===== config.mk =====
export PLATFORM = sky130hd
export DESIGN_NAME = rr_onehot_arbiter
export DESIGN_NICKNAME = d
export VERILOG_FILES = /design/src/rtl/arb_pkg.sv /design/src/rtl/arb_onehot_dec.sv /design/src/rtl/rr_onehot_arbiter.sv
export SDC_FILE = /design/constraint.sdc
export NUM_CORES = 1
export LEC_CHECK = 0
export ABC_AREA = 1
export CORE_ASPECT_RATIO = 2
export CORE_MARGIN = 8
export CORE_UTILIZATION = 45
export DETAILED_ROUTE_END_ITERATION = 7
export GPL_TIMING_DRIVEN = 0
export PLACE_DENSITY = 0.69
export SLEW_MARGIN = 10
export SYNTH_ARGS = -nofsm -noshare
export SYNTH_HDL_FRONTEND = slang
export SYNTH_HIERARCHICAL = 1
export SYNTH_SLANG_ARGS = --single-unit

===== constraint.sdc =====
create_clock -name clk -period 2.4 [get_ports clk]
set_input_delay 0.24 -clock clk [delete_from_list [all_inputs] [get_ports clk]]
set_output_delay 0.24 -clock clk [all_outputs]
set_load 0.05 [all_outputs]

===== src/rtl/arb_pkg.sv =====
// ============================================================================
// Module   : arb_pkg
// Summary  : Shared defaults, FSM state type and round-robin search helper.
// Revision : 1.0
// ============================================================================
`default_nettype none

package arb_pkg;

    localparam int ARB_N        = 8;
    localparam int ARB_IDX_W    = 3;
    localparam int ARB_HOLD_MAX = 16;
    localparam int ARB_N_MAX    = 16;

    typedef enum logic [0:0] {
        IDLE  = 1'b0,
        GRANT = 1'b1
    } arb_state_t;

    typedef struct packed {
        logic       found;
        logic [3:0] idx;
    } win_t;

    // Scans n requesters starting at ptr and wrapping modulo n; first set bit wins.
    function automatic win_t next_winner(input logic [ARB_N_MAX-1:0] req,
                                         input logic [3:0]           ptr,
                                         input int                   n);
        win_t       res;
        logic [4:0] k;
        res.found = 1'b0;
        res.idx   = 4'd0;
        for (int i = 0; i < ARB_N_MAX; i++) begin
            k = 5'(ptr) + 5'(i);
            if (int'(k) >= n) begin
                k = k - 5'(n);
            end
            if (i < n && !res.found && req[k[3:0]]) begin
                res.found = 1'b1;
                res.idx   = k[3:0];
            end
        end
        return res;
    endfunction

endpackage

`default_nettype wire


===== src/rtl/arb_onehot_dec.sv =====
// ============================================================================
// Module   : arb_onehot_dec
// Summary  : Binary-index to one-hot decoder with enable; all zero when disabled.
// Revision : 1.0
// ============================================================================
`default_nettype none

module arb_onehot_dec #(
    parameter int N     = 8,
    parameter int IDX_W = 3
) (
    input  logic [IDX_W-1:0] idx,
    input  logic             en,
    output logic [N-1:0]     onehot
);

    for (genvar i = 0; i < N; i++) begin : g_bit
        assign onehot[i] = en && (idx == IDX_W'(i));
    end

endmodule

`default_nettype wire


===== src/rtl/rr_onehot_arbiter.sv =====
// ============================================================================
// Module   : rr_onehot_arbiter
// Summary  : Non-preemptive round-robin arbiter with index and one-hot grant.
//            Optional hold-limit revocation when ARB_TIMEOUT_EN is defined.
// Revision : 1.0
// ============================================================================
`default_nettype none

module rr_onehot_arbiter
    import arb_pkg::*;
#(
    parameter int N        = ARB_N,
    parameter int IDX_W    = ARB_IDX_W,
    parameter int HOLD_MAX = ARB_HOLD_MAX
) (
    input  logic             clk,
    input  logic             rst,
    input  logic [N-1:0]     req,
    output logic [N-1:0]     gnt,
    output logic [IDX_W-1:0] gnt_idx,
    output logic             gnt_valid,
    output logic             timeout
);

    arb_state_t       state;
    arb_state_t       state_nx;
    logic [IDX_W-1:0] ptr;
    logic [IDX_W-1:0] ptr_nx;
    logic [IDX_W-1:0] ptr_inc;
    logic [IDX_W-1:0] idx_nx;
    logic             valid_nx;
    logic             timeout_nx;
    logic             release_evt;
    logic             expire;
    win_t             win_ptr;
    win_t             win_inc;

    assign ptr_inc = (gnt_idx == IDX_W'(N - 1)) ? '0 : gnt_idx + 1'b1;
    assign win_ptr = next_winner(ARB_N_MAX'(req), 4'(ptr), N);
    assign win_inc = next_winner(ARB_N_MAX'(req), 4'(ptr_inc), N);

    // A revoked grant is handled exactly like a voluntary release.
    assign release_evt = (state == GRANT) && (!req[gnt_idx] || expire);

`ifdef ARB_TIMEOUT_EN
    logic [7:0] hold_cnt;
    logic       timeout_q;

    assign expire  = (state == GRANT) && req[gnt_idx] && (hold_cnt == 8'(HOLD_MAX - 1));
    assign timeout = timeout_q;

    always_ff @(posedge clk) begin
        if (rst) begin
            hold_cnt  <= 8'd0;
            timeout_q <= 1'b0;
        end else begin
            timeout_q <= timeout_nx;
            if (state_nx == GRANT && (state == IDLE || release_evt)) begin
                hold_cnt <= 8'd0;
            end else if (state == GRANT) begin
                hold_cnt <= hold_cnt + 8'd1;
            end
        end
    end
`else
    localparam int UNUSED_HOLD_MAX = HOLD_MAX;
    assign expire  = 1'b0;
    assign timeout = 1'b0;
`endif

    always_comb begin
        state_nx   = state;
        idx_nx     = gnt_idx;
        valid_nx   = gnt_valid;
        ptr_nx     = ptr;
        timeout_nx = 1'b0;
        unique case (state)
            IDLE: begin
                if (win_ptr.found) begin
                    state_nx = GRANT;
                    idx_nx   = IDX_W'(win_ptr.idx);
                    valid_nx = 1'b1;
                end
            end
            GRANT: begin
                if (release_evt) begin
                    ptr_nx     = ptr_inc;
                    timeout_nx = expire;
                    if (win_inc.found) begin
                        idx_nx   = IDX_W'(win_inc.idx);
                        valid_nx = 1'b1;
                    end else begin
                        state_nx = IDLE;
                        idx_nx   = '0;
                        valid_nx = 1'b0;
                    end
                end
            end
            default: begin
                state_nx = IDLE;
                idx_nx   = '0;
                valid_nx = 1'b0;
            end
        endcase
    end

    always_ff @(posedge clk) begin
        if (rst) begin
            state     <= IDLE;
            ptr       <= '0;
            gnt_idx   <= '0;
            gnt_valid <= 1'b0;
        end else begin
            state     <= state_nx;
            ptr       <= ptr_nx;
            gnt_idx   <= idx_nx;
            gnt_valid <= valid_nx;
        end
    end

    arb_onehot_dec #(
        .N     (N),
        .IDX_W (IDX_W)
    ) u_dec (
        .idx    (gnt_idx),
        .en     (gnt_valid),
        .onehot (gnt)
    );

endmodule

`default_nettype wire


==> results of run 1 <==
==> sequential cells by signal (all words and copies together), names as in the netlist <==
signal / cells
gnt_idx: 3
ptr: 3
gnt_valid: 1
state: 1
==> metrics by stage <==
stage	std cells	area (um^2)	setup slack, ps	hold WS [ps]
after CTS	441	2420	3.75	553
after global placement	432	2240	-283	540
after floorplan	357	1960	54.3	376
after global routing	465	2860	-108	578
after detailed placement	432	2240	-325	542
final	465	2860	51.5	552
==> cell families (layout without fill, tap and decap cells) <==
kind of cell,after synthesis,in the layout
adders and majority gates,8,8
AOI/OAI and AO/OA,31,31
DFF,8,8
buffers and inverters,60,114
xor gates and xnor gates,5,5
other,1,1
and+or+nand+nor,244,244
==> layer usage <==
metal / routed length (um) / vias up
li1: - / 1252
met5: 0 / -
met3: 320 / 16
met1: 2750 / 1140
met2: 3170 / 82
met4: 167 / 0
==> worst max-delay path, stage by stage, from the launching register on <==
cell      delay (ps)
dfxtp_4          380
ha_4             200
ha_4             170
nor2_4           200
nand2_4          100
nand3_2          100
nand3_2          110
nand2_4          110
inv_2             40
nand3b_1          80
nand2_1           50
nor2_1           140
nand3_1          100
nor2_1           130
nand2_1           80
nand2_2           90
nand3_2           60
nand2_2           70
inv_1             30
==> path summary, 6_finish.rpt <==
kind                end       start  slack [ps]  cells past startpoint
max          gnt_idx[1]  gnt_idx[0]          50                     18
min           gnt_valid   gnt_valid         550                      2
max reg2reg  gnt_idx[1]  gnt_idx[0]          50                     18
min reg2reg   gnt_valid   gnt_valid         550                      2
==> final cells by class <==
type | instances | share of cell area
Inverter | 52 | 0.0743
Clock buffer | 3 | 0.0144
Multi-Input combinational cell | 289 | 0.645
Tap cell | 54 | 0.0236
Timing Repair Buffer | 52 | 0.156
Sequential cell | 8 | 0.0594
Buffer | 7 | 0.0275
==> what timing repair did <==
item,in CTS,in global routing
setup buffers,7,24
pin swaps,6,42
resized for setup,19,66
setup endpoints to repair,5,5
==> synthesized netlist by cell type, types with 2 or more instances <==
| library cell | n |
|---|---|
| a21oi_1 | 6 |
| and2_1 | 2 |
| buf_2 | 4 |
| buf_6 | 3 |
| dfxtp_1 | 8 |
| ha_1 | 8 |
| inv_1 | 44 |
| inv_2 | 8 |
| nand2_1 | 116 |
| nand2_2 | 9 |
| nand3_1 | 45 |
| nand3_2 | 9 |
| nand3b_1 | 3 |
| nand4_1 | 7 |
| nor2_1 | 42 |
| nor2_4 | 5 |
| o211ai_1 | 5 |
| o21ai_0 | 8 |
| o21ai_1 | 6 |
| o21ai_2 | 2 |
| xnor2_1 | 2 |
==> results.tsv, run 1 <==
metric	value	unit
Main synth FF type	dfxtp_1	
Fmax	426	MHz
Critical Path Sink Type	flip-flop	
H-tree depth	1	
setup TNS	0	ps
total gr overflow	0	
Worst-Margin Slew	500	ps
Post-Synth XOR/XNOR Area	0.0303	
RSZ-0062 raised after global routing	yes	
final core utilization	0.673	
Avg Vias per Cell	5.35	
Slew HR	0.666	
Post-route DRC	0	
grt met1 use	0.206	
fin. max-slew vios	0	
first-pass GRT wire length	10000	um
Final Cycle Share	0.979	
Post-Synthesis Cells	357	
Die Height	109	um
Final Hold Fails	0	
fin nets	431	
met2 usage	0.305	
Adder-Cell Fraction of Synth Area	0.0516	
simple logic cell fraction of the synthesized area	0.607	
detailed placement HPWL	4410	um
Crit path arrival time	2480	ps
CTS clk-pin slew, worst paths	40	ps
endpoints failing setup	0	
synth warn	6	
min-delay worst type	flip-flop to flip-flop	
root buffer cell	clkbuf_8	
DRT Wirelength	6410	um
initial core utilization	0.456	
via count	2490	
ANT nets after route	0	
max-cap violations	0	
post-synth top area share	0.224	
CP startpoint kind	flip-flop	
grt met3 use	0.0319	
# IOs	23	
post-synthesis sequential area ratio	0.0825	
gpl congestion	0.929	
fraction of layout cells with a size suffix above 1	0.326	
initial antenna violation count	0	
drt first pass iters	4	
Synth area leaders	nand2_1 (22%), nand3_1 (12%), inv_1 (8.5%), dfxtp_1 (8.3%), nor2_1 (8.1%)	
mean post-synth cell area	5.44	um^2
Synth area leader	nand2_1	
mux cell area share after synthesis	0	
area of the multi-input gates	1850	um^2
largest net degree at the start of global routing	11	
Crit Path Class	flip-flop to flip-flop	
post-synthesis register bit count	8	
synthesized area	1940	um^2
Clock Path Buffers	2	
drt wl/cell	13.8	um
FFs w/ async S/R, synth	0	
Synth Area in Compound Gates	0.0948	
CTS tree	built	
minimum clock period	2350	ps
most frequent cells in the layout	nand2_1 (99), inv_1 (40), nor2_1 (40)	
vias in the first global route	2324	
full die area	6800	um^2
WP data required	2530	ps
Inserted Clock Buffers	3	
area grow syn2layout	47.6	%
Most Used Layer, Global Route	met2	
hold buffer count at CTS	0	
FILL cells	386	
number of distinct library cells after synthesis	36	
gr usage total	0.173	
status	completed	
Synth Net Count	375	
DRC marker count from the first detailed-route iteration	109	
clock sinks	8	
clock skew	4.54	ps
commonest non-fill, non-tap cell in the layout	nand2_1	
crit-path max FO	6	
Post-synth EDFFs	0	
row count	34	
clk_lat worst skew	230	ps
core area	4250	um^2
sequential cell area	170	um^2
Antenna Cells	0	
Port Buffers	21	
main combinational cell family by area after synthesis	simple AND/OR/NAND/NOR gates	
die width	62.4	um
Power of run 1 is not shown: default switching activity piles up to over one toggle a cycle in this logic, so the estimate is an artifact.
==> inputs of run 2 (changes only) <==
- PLACE_DENSITY: 0.69 -> 0.66
- RECOVER_POWER: unset -> 100
- clock period: 2.4 -> 2.45 ns (I/O delays scaled with it)
==> run 2 against run 1 <==
Worst hold slack lost 6.0 ps. Core utilization shrank 4.8 points. Non-clock buffer count shrank 15. Sequential share of layout area grew 0.45 points. Via count shrank 4.3%. Clock-buffer cell count grew 1.
==> results.tsv, run 2 (synthesized netlist as in run 1, its figures left out) <==
metric	value	unit	change
Setup WS pre-CTS	-309	ps	+15.7 ps
Antenna Cells	0		unchanged
fraction of layout cells with a size suffix above 1	0.270		-0.0565
fin nets	416		-3.5%
Final Hold Fails	0		unchanged
detailed placement HPWL	4490	um	+1.8%
root buffer cell	clkbuf_8		
total gr overflow	0		unchanged
Post-route DRC	0		unchanged
Top Metal Used	met4		
vias in the first global route	2265		-2.5%
CTS clk-pin slew, worst paths	50	ps	about the same
fin. max-slew vios	0		unchanged
crit path cell chain	ha_4 -> ha_4 -> inv_2 -> nand2_2 -> nand2_1 -> nand2_1 -> nand2_2 -> nand3_2 -> nand2_4 -> buf_4 -> nand3b_1 -> nor2_1 -> nor2_1 -> nand3_1 -> nor2_1 -> nand2_1 -> nand2_1 -> nand3_1 -> nand2_1 -> inv_1		
FILL cells	406		+5.2%
biggest regs	gnt_idx (3), ptr (3)		
met3 WL	358	um	+12%
Port Buffers	21		unchanged
worst hold slack	546	ps	-5.99 ps
drt first pass iters	5		+1
final core utilization	0.626		-0.0476
core area	4250	um^2	unchanged
clock skew	6.60	ps	+2.06 ps
CTS tree	built		
area grow syn2layout	37.1	%	
Crit path arrival time	2540	ps	+60 ps
PnR worst setup slack	39.7	ps	-11.8 ps
initial core utilization	0.456		unchanged
clock sinks	8		unchanged
Inserted Clock Buffers	3		unchanged
DRT Wirelength	6030	um	-5.9%
max-cap violations	0		unchanged
gpl congestion	0.910		-2.1%
full die area	6800	um^2	unchanged
clk_lat worst skew	230	ps	about the same
Clock Path Buffers	2		unchanged
H-tree depth	1		unchanged
commonest non-fill, non-tap cell in the layout	nand2_1		
first-pass GRT wire length	9840	um	-2.0%
peak per-stage delay on the critical path	400	ps	+20 ps
WP data required	2580	ps	+50 ps
die width	62.4	um	unchanged
initial antenna violation count	0		unchanged
area of the multi-input gates	1760	um^2	-4.7%
most frequent cell on the critical path	nand2_1		
Fmax	415	MHz	-2.6%
status	completed		
Die Height	109	um	unchanged
minimum clock period	2410	ps	+61.8 ps
gr usage total	0.170		-0.00240
row count	34		unchanged
critical path's top delay family	simple AND/OR/NAND/NOR gates		
Avg Vias per Cell	5.29		-1.3%
RSZ-0062 raised after global routing	yes		
DRC marker count from the first detailed-route iteration	119		+9.2%
via count	2384		-4.3%
crit-path max FO	7		+1
min-delay worst type	flip-flop to flip-flop		
largest net degree at the start of global routing	11		unchanged
sequential cell area	170	um^2	unchanged
Slew HR	0.654		-0.0112
DR WL met2	3050	um	-3.8%
CP startpoint kind	flip-flop		
Crit Path Class	flip-flop to flip-flop		
Crit-path slowest cell	dfxtp_4		
Final Cycle Share	0.984		+0.00524
Critical Path Sink Type	flip-flop		
endpoints failing setup	0		unchanged
ANT nets after route	0		unchanged
most frequent cells in the layout	nand2_1 (102), inv_1 (42), nor2_1 (42)		
Metal-1 WL	2460	um	-11%
CP bufs+invs	3		+1
hold buffer count at CTS	0		unchanged
# IOs	23		unchanged
Worst-Margin Slew	517	ps	+16.6 ps
drt wl/cell	13.4	um	-3.0%
[run 2: changes by cell type in the layout (fill, tap and decap cells not counted), moves of 3 or more]
cell / delta
buf_4: -15
clkdlybuf4s50_1: -13
dlygate4sd3_1: +13
nand2_1: +3
nand2_4: -3
nand3_1: +6
nand3_2: -5
[run 2: routing by layer]
layer / vias up / GRT usage
met5: - / 0
met4: 0 / 0.0328
met3: 17 / 0.0370
met2: 80 / 0.324
met1: 1070 / 0.189
li1: 1217 / -
[run 2: final cells by class]
type | count | area share
inverters | 52 | 0.0795
flip-flops and latches | 8 | 0.0639
repair buffers | 37 | 0.126
clock buffers | 4 | 0.0169
plain buffers | 7 | 0.0273
well taps | 54 | 0.0254
multi-input cells | 289 | 0.661
[run 2: per-stage QoR]
| stage | cells | instance area (um^2) | setup TNS (ps) |
|---|---|---|---|
| floorplan | 357 | 1950 | 0 |
| global placement | 432 | 2230 | -785 |
| detailed placement | 432 | 2230 | -1130 |
| CTS | 438 | 2380 | 0 |
| global route | 451 | 2660 | -322 |
| finish | 451 | 2660 | 0 |
[run 2: repair_timing]
action	4_1_cts	5_1_grt
pin swaps	4	16
gates resized for setup	17	45
endpoints found under the setup margin	5	5
buffers inserted	3	13
[run 2: tightest hold or removal path, cell delays in order, from the launching register on]
cell and delay [ps]:
dfxtp_1 330, o21ai_1 130, nor2_1 40
[run 2: worst paths after layout]
path,cells after the start,end,slack [ps],start
worst min register to register,2,gnt_valid,550,gnt_valid
worst max-delay path,20,gnt_idx[1],40,gnt_idx[1]
worst max register to register,20,gnt_idx[1],40,gnt_idx[1]
worst min-delay path,2,gnt_valid,550,gnt_valid
Power of run 2 is left out for the same reason.
==> inputs of run 3 (changes only) <==
- CORE_UTILIZATION: 45 -> 25
- PLACE_DENSITY: 0.66 -> unset
==> run 3 against run 2 <==
Critical path depth down 4. Critical endpoint is now gnt_idx[0]. Sequential share of layout area down 0.12 points. Register-to-register slack better by 90 ps. Core utilization down 27 points. Flip-flop and latch count unchanged. Design area up 1.8%. Routed wire length up 11%. Worst setup slack better by 89 ps.
==> results.tsv, run 3 (synthesized netlist as in run 1, its figures left out) <==
metric	value	unit	change
Final Cycle Share	0.947		-0.0364
H-tree depth	1		unchanged
Area after DPL	2280	um^2	+2.2%
most frequent cells in the layout	nand2_1 (106), nor2_1 (41), inv_1 (40)		
commonest non-fill, non-tap cell in the layout	nand2_1		
Avg Vias per Cell	4.89		-7.5%
sequential cell area	170	um^2	unchanged
Die Height	141	um	+29%
DRC marker count from the first detailed-route iteration	145		+22%
CTS tree	built		
Slew HR	0.643		-0.0116
drt first pass iters	5		unchanged
core area	7540	um^2	+77%
max-cap violations	0		unchanged
minimum clock period	2320	ps	-89.2 ps
clk_lat worst skew	240	ps	about the same
reg2reg start	gnt_idx[0]		
largest net degree at the start of global routing	11		unchanged
clock sinks	8		unchanged
beginning of the worst hold path	gnt_valid		
gr usage total	0.116		-0.0545
CTS clk-pin slew, worst paths	40	ps	about the same
Worst-Margin Slew	534	ps	+17.3 ps
Crit Path Class	flip-flop to flip-flop		
biggest regs	gnt_idx (3), ptr (3)		
first-pass GRT wire length	10300	um	+4.5%
Hold Path Sink	gnt_valid		
reg-to-reg critical path endpoint	gnt_idx[0]		
Critical Path Sink Type	flip-flop		
detailed placement HPWL	5420	um	+21%
area grow syn2layout	39.7	%	
DRT Wirelength	6720	um	+11%
fraction of layout cells with a size suffix above 1	0.262		-0.00756
Crit path arrival time	2460	ps	-80 ps
Fmax	431	MHz	+3.8%
initial antenna violation count	0		unchanged
# IOs	23		unchanged
row count	45		+32%
final core utilization	0.359		-0.266
setup TNS	0	ps	unchanged
fin. max-slew vios	0		unchanged
vias in the first global route	2266		+0.044%
worst setup path start	gnt_idx[0]		
WP data required	2590	ps	about the same
area of the multi-input gates	1730	um^2	-2.0%
worst hold slack	553	ps	+7.52 ps
gpl congestion	0.888		-2.4%
root buffer cell	clkbuf_16		
initial core utilization	0.257		-0.199
fin nets	416		unchanged
clock skew	4.11	ps	-2.49 ps
Final Hold Fails	0		unchanged
Inserted Clock Buffers	3		unchanged
via count	2401		+0.71%
min-delay worst type	flip-flop to flip-flop		
endpoints failing setup	0		unchanged
FILL cells	840		+110%
R2R setup slack	130	ps	+90 ps
Clock Path Buffers	2		unchanged
Port Buffers	21		unchanged
Antenna Cells	0		unchanged
Post-route DRC	0		unchanged
total gr overflow	0		unchanged
full die area	11000	um^2	+62%
Reg2Reg Depth	16		-20%
ANT nets after route	0		unchanged
status	completed		
post-route design area	2710	um^2	+1.8%
CP startpoint kind	flip-flop		
crit-path max FO	6		-1
drt wl/cell	13.7	um	+2.4%
hold buffer count at CTS	0		unchanged
Hold Path Stages	2		unchanged
die width	78.3	um	+25%
[run 3: final cells by class]
cell class	count	area share
buffer	6	0.0240
clock buffer	4	0.0291
inverter	52	0.0794
multi-input combinational	289	0.637
sequential	8	0.0628
tap	94	0.0434
timing repair buffer	38	0.125
[run 3: metrics by stage]
stage	cells	setup WS [ps]
floorplan	357	31.6
global placement	472	-439
detailed placement	472	-478
CTS	478	1.72
global route	491	-23.6
finish	491	129
[run 3: worst max-delay path: stages (launching register included)]
cell,delay [ps]
dfxtp_4,370
ha_4,190
ha_4,170
nor2_4,190
nand2_2,100
nand3_2,90
nand3_1,100
nand2_2,120
nand4_4,140
nor2_4,180
inv_2,80
a21oi_1,140
nand2_1,80
nand3b_1,100
nand3_1,70
nand2_1,60
inv_1,30
[run 3: how the worst max path moves through the flow]
stage | endpoint | slack (ps) | depth (start not counted)
global route | gnt_idx[1] | -20 | 17
CTS | gnt_idx[1] | 2 | 17
finish | gnt_idx[0] | 130 | 16
detailed placement | gnt_idx[1] | -480 | 17
floorplan | gnt_idx[0] | 30 | 15
global placement | gnt_idx[1] | -440 | 17
[run 3: layer usage]
metal	routed length, um	global-route usage	up-vias
met3	87	0.00318	30
li1	-	-	1223
met5	0	0	-
met2	3990	0.246	52
met1	2110	0.0885	1096
met4	540	0.0924	0
[run 3: timing repair]
item,in CTS,in global routing
pin swaps,6,20
endpoints found under the setup margin,5,5
buffers inserted,3,14
gates resized for setup,23,38
Power of run 3 is left out for the same reason.
==> patch: new RTL, flow settings as in run 3 <==
`ARB_N`: 8 -> 10.
--- a/src/rtl/arb_pkg.sv
+++ b/src/rtl/arb_pkg.sv
@@ -7,7 +7,7 @@
 
 package arb_pkg;
 
-    localparam int ARB_N        = 8;
+    localparam int ARB_N        = 10;
     localparam int ARB_IDX_W    = 3;
     localparam int ARB_HOLD_MAX = 16;
     localparam int ARB_N_MAX    = 16;
Ports: changed (resized gnt and req); port bits go from 23 to 27. No check against the original RTL was run, so the function may have changed too.
==> patch against run 3 <==
Area after synthesis is 89% higher. Synthesized cell count rose by 89%. Global-route usage is 4.0 points higher. Worst hold slack got worse by 0.018 ns. Maximum frequency is 27% lower. Worst setup slack worse by 0.86 ns. Sequential cell count stayed put. Cell area grew 89%. Sequential share of layout area fell by 2.7 points. The flow now finishes with violations (setup timing). Routed wire length grew 120%.
Power is not shown: default switching activity piles up to over one toggle a cycle in this logic, so the estimate is an artifact.
==> patch: results (changes against run 3) <==
Status
  • Status: complete, but fails checks
  • Failing checks: setup timing

Placement
  • Gpl congestion: 0.930 (+4.8%)
  • DP Area: 4250 µm² (+86%)
  • PortBufs: 25 (+19%)
  • Hpwl dp: 11.5 mm (+110%)

Clocking
  • Reg clk slew, reported paths: 0.04 ns (about the same)
  • CTS max path bufs: 2 (unchanged)
  • Total CTS buffers: 3 (unchanged)
  • Clock root cell: clkbuf_16
  • Worst-Skew Late Latency: 0.24 ns (about the same)

Logic synthesis
  • Area contributors post-synth: nand2_1 20%, nand3_1 10%, ha_1 9.9%
  • Area share of xor/xnor cells in the synthesized design: 1.57% (-1.5 points)
  • Most frequent cells after synthesis: 195 x nand2_1, 94 x inv_1, 75 x nand3_1
  • Synth async-reset ratio: 0% (unchanged)
  • Most used DFF post-synth: dfxtp_1
  • Synth unique cells: 48 (+33%)
  • Sequential area share after synthesis: 4.38% (-3.9 points)
  • Mapped Nets: 715 (+91%)
  • Mux cell area share after synthesis: 0% (unchanged)
  • Compound-cell area share of the yosys netlist: 20.1% (+11 points)
  • Post-Synth Adder-Cell Area: 9.91% (+4.8 points)
  • Ys Warns: 6 (unchanged)

Final layout
  • NumNets Final: 803 (+93%)
  • Largest regs: gnt_idx (3), ptr (3)
  • Fillers: 1549 (+84%)
  • Share of cells above drive strength 1: 27.6% (+1.4 points)
  • # diodes: 0 (unchanged)

Routing
  • Drt first pass iters: 5 (unchanged)
  • Initial DRC count: 179 (+23%)
  • Via count: 4768 (+99%)
  • Wire per inst: 15.6 µm (+14%)

Die
  • Starting Density: 25.5% (-0.22 points)

STA
  • Clock skew: 0.000570 ns (-0.00354 ns)
  • Slew @ Worst Pin: 1.05 ns (+0.518 ns)
  • Fin Setup TNS: -3.41 ns (-3.41 ns)
  • Slack of the critical path: -0.727 ns (-0.856 ns)
  • WHS: 0.535 ns (-0.0181 ns)
  • Final setup fails: 5 (+5)

Setup path
  • CP peak stage delay: 0.40 ns (+0.03 ns)
  • CP arrival: 3.30 ns (+0.84 ns)

Global route
  • GR Layer Usage met1: 11.8% (+3.0 points)
  • Largest net degree at the start of global routing: 12 (+1)
  • Vias in the first global route: 4850 (+110%)
  • Gr usage total: 15.6% (+4.0 points)
  • Met2 Usage GRT: 32.3% (+7.6 points)
  • First-pass GRT wire length: 23.3 mm (+130%)
  • Grt met3 use: 0.969% (+0.65 points)

Min path
  • Hold Path Class: flip-flop to flip-flop
-- patch: kinds of logic (layout without fill, tap and decap cells) --
| logic type | count (synthesis) | in the layout |
|---|---|---|
| and+or+nand+nor | 383 | 383 |
| buffers and inverters | 128 | 215 |
| AOI/OAI and AO/OA | 121 | 121 |
| adders and majority gates | 29 | 29 |
| DFF | 8 | 8 |
| xor gates and xnor gates | 4 | 4 |
| other | 1 | 1 |
-- patch: worst min-delay path: stages, from the launching register on --
cell     delay [ns]
dfxtp_1        0.32
o21ai_1        0.12
nor2_1         0.04
-- patch: through the flow --
step           setup slack [ns]  cells
6_report                 -0.727    953
5_1_grt                  -0.889    953
4_1_cts                  -0.645    945
3_5_place_dp              -1.24    891
3_3_place_gp              -1.22    891
2_1_floorplan            -0.683    674
-- patch: path summary, 6_finish.rpt --
path              depth (start not counted)    endpoint       start
hold / removal                            2   gnt_valid   gnt_valid
setup reg to reg                         25  gnt_idx[1]  gnt_idx[1]
hold reg to reg                           2   gnt_valid   gnt_valid
setup / recovery                         25  gnt_idx[1]  gnt_idx[1]
-- patch: repair_timing --
action | in CTS | in global routing
endpoints found under the hold margin | 0 | 0
setup endpoints to repair | 5 | 5
setup buffers | 50 | 8
resized for setup | 81 | 17
pin swaps | 39 | 23
-- patch: area by class of cell --
type | instances | area [µm²] | area share [%]
Multi-Input combinational cell | 538 | 3300 | 64.5
Clock buffer | 4 | 78.8 | 1.54
Tap cell | 192 | 240 | 4.70
Timing Repair Buffer | 83 | 717 | 14.0
Buffer | 13 | 124 | 2.42
Inverter | 115 | 470 | 9.20
Sequential cell | 8 | 183 | 3.57
-- patch: metal layers --
| metal | wire length [µm] | share of wire (%) | vias up |
|---|---|---|---|
| met5 | 0 | 0 | - |
| met3 | 370 | 2.5 | 75 |
| met2 | 8760 | 59 | 137 |
| met4 | 1330 | 9.0 | 0 |
| met1 | 4410 | 30 | 2182 |
| li1 | - | - | 2374 |
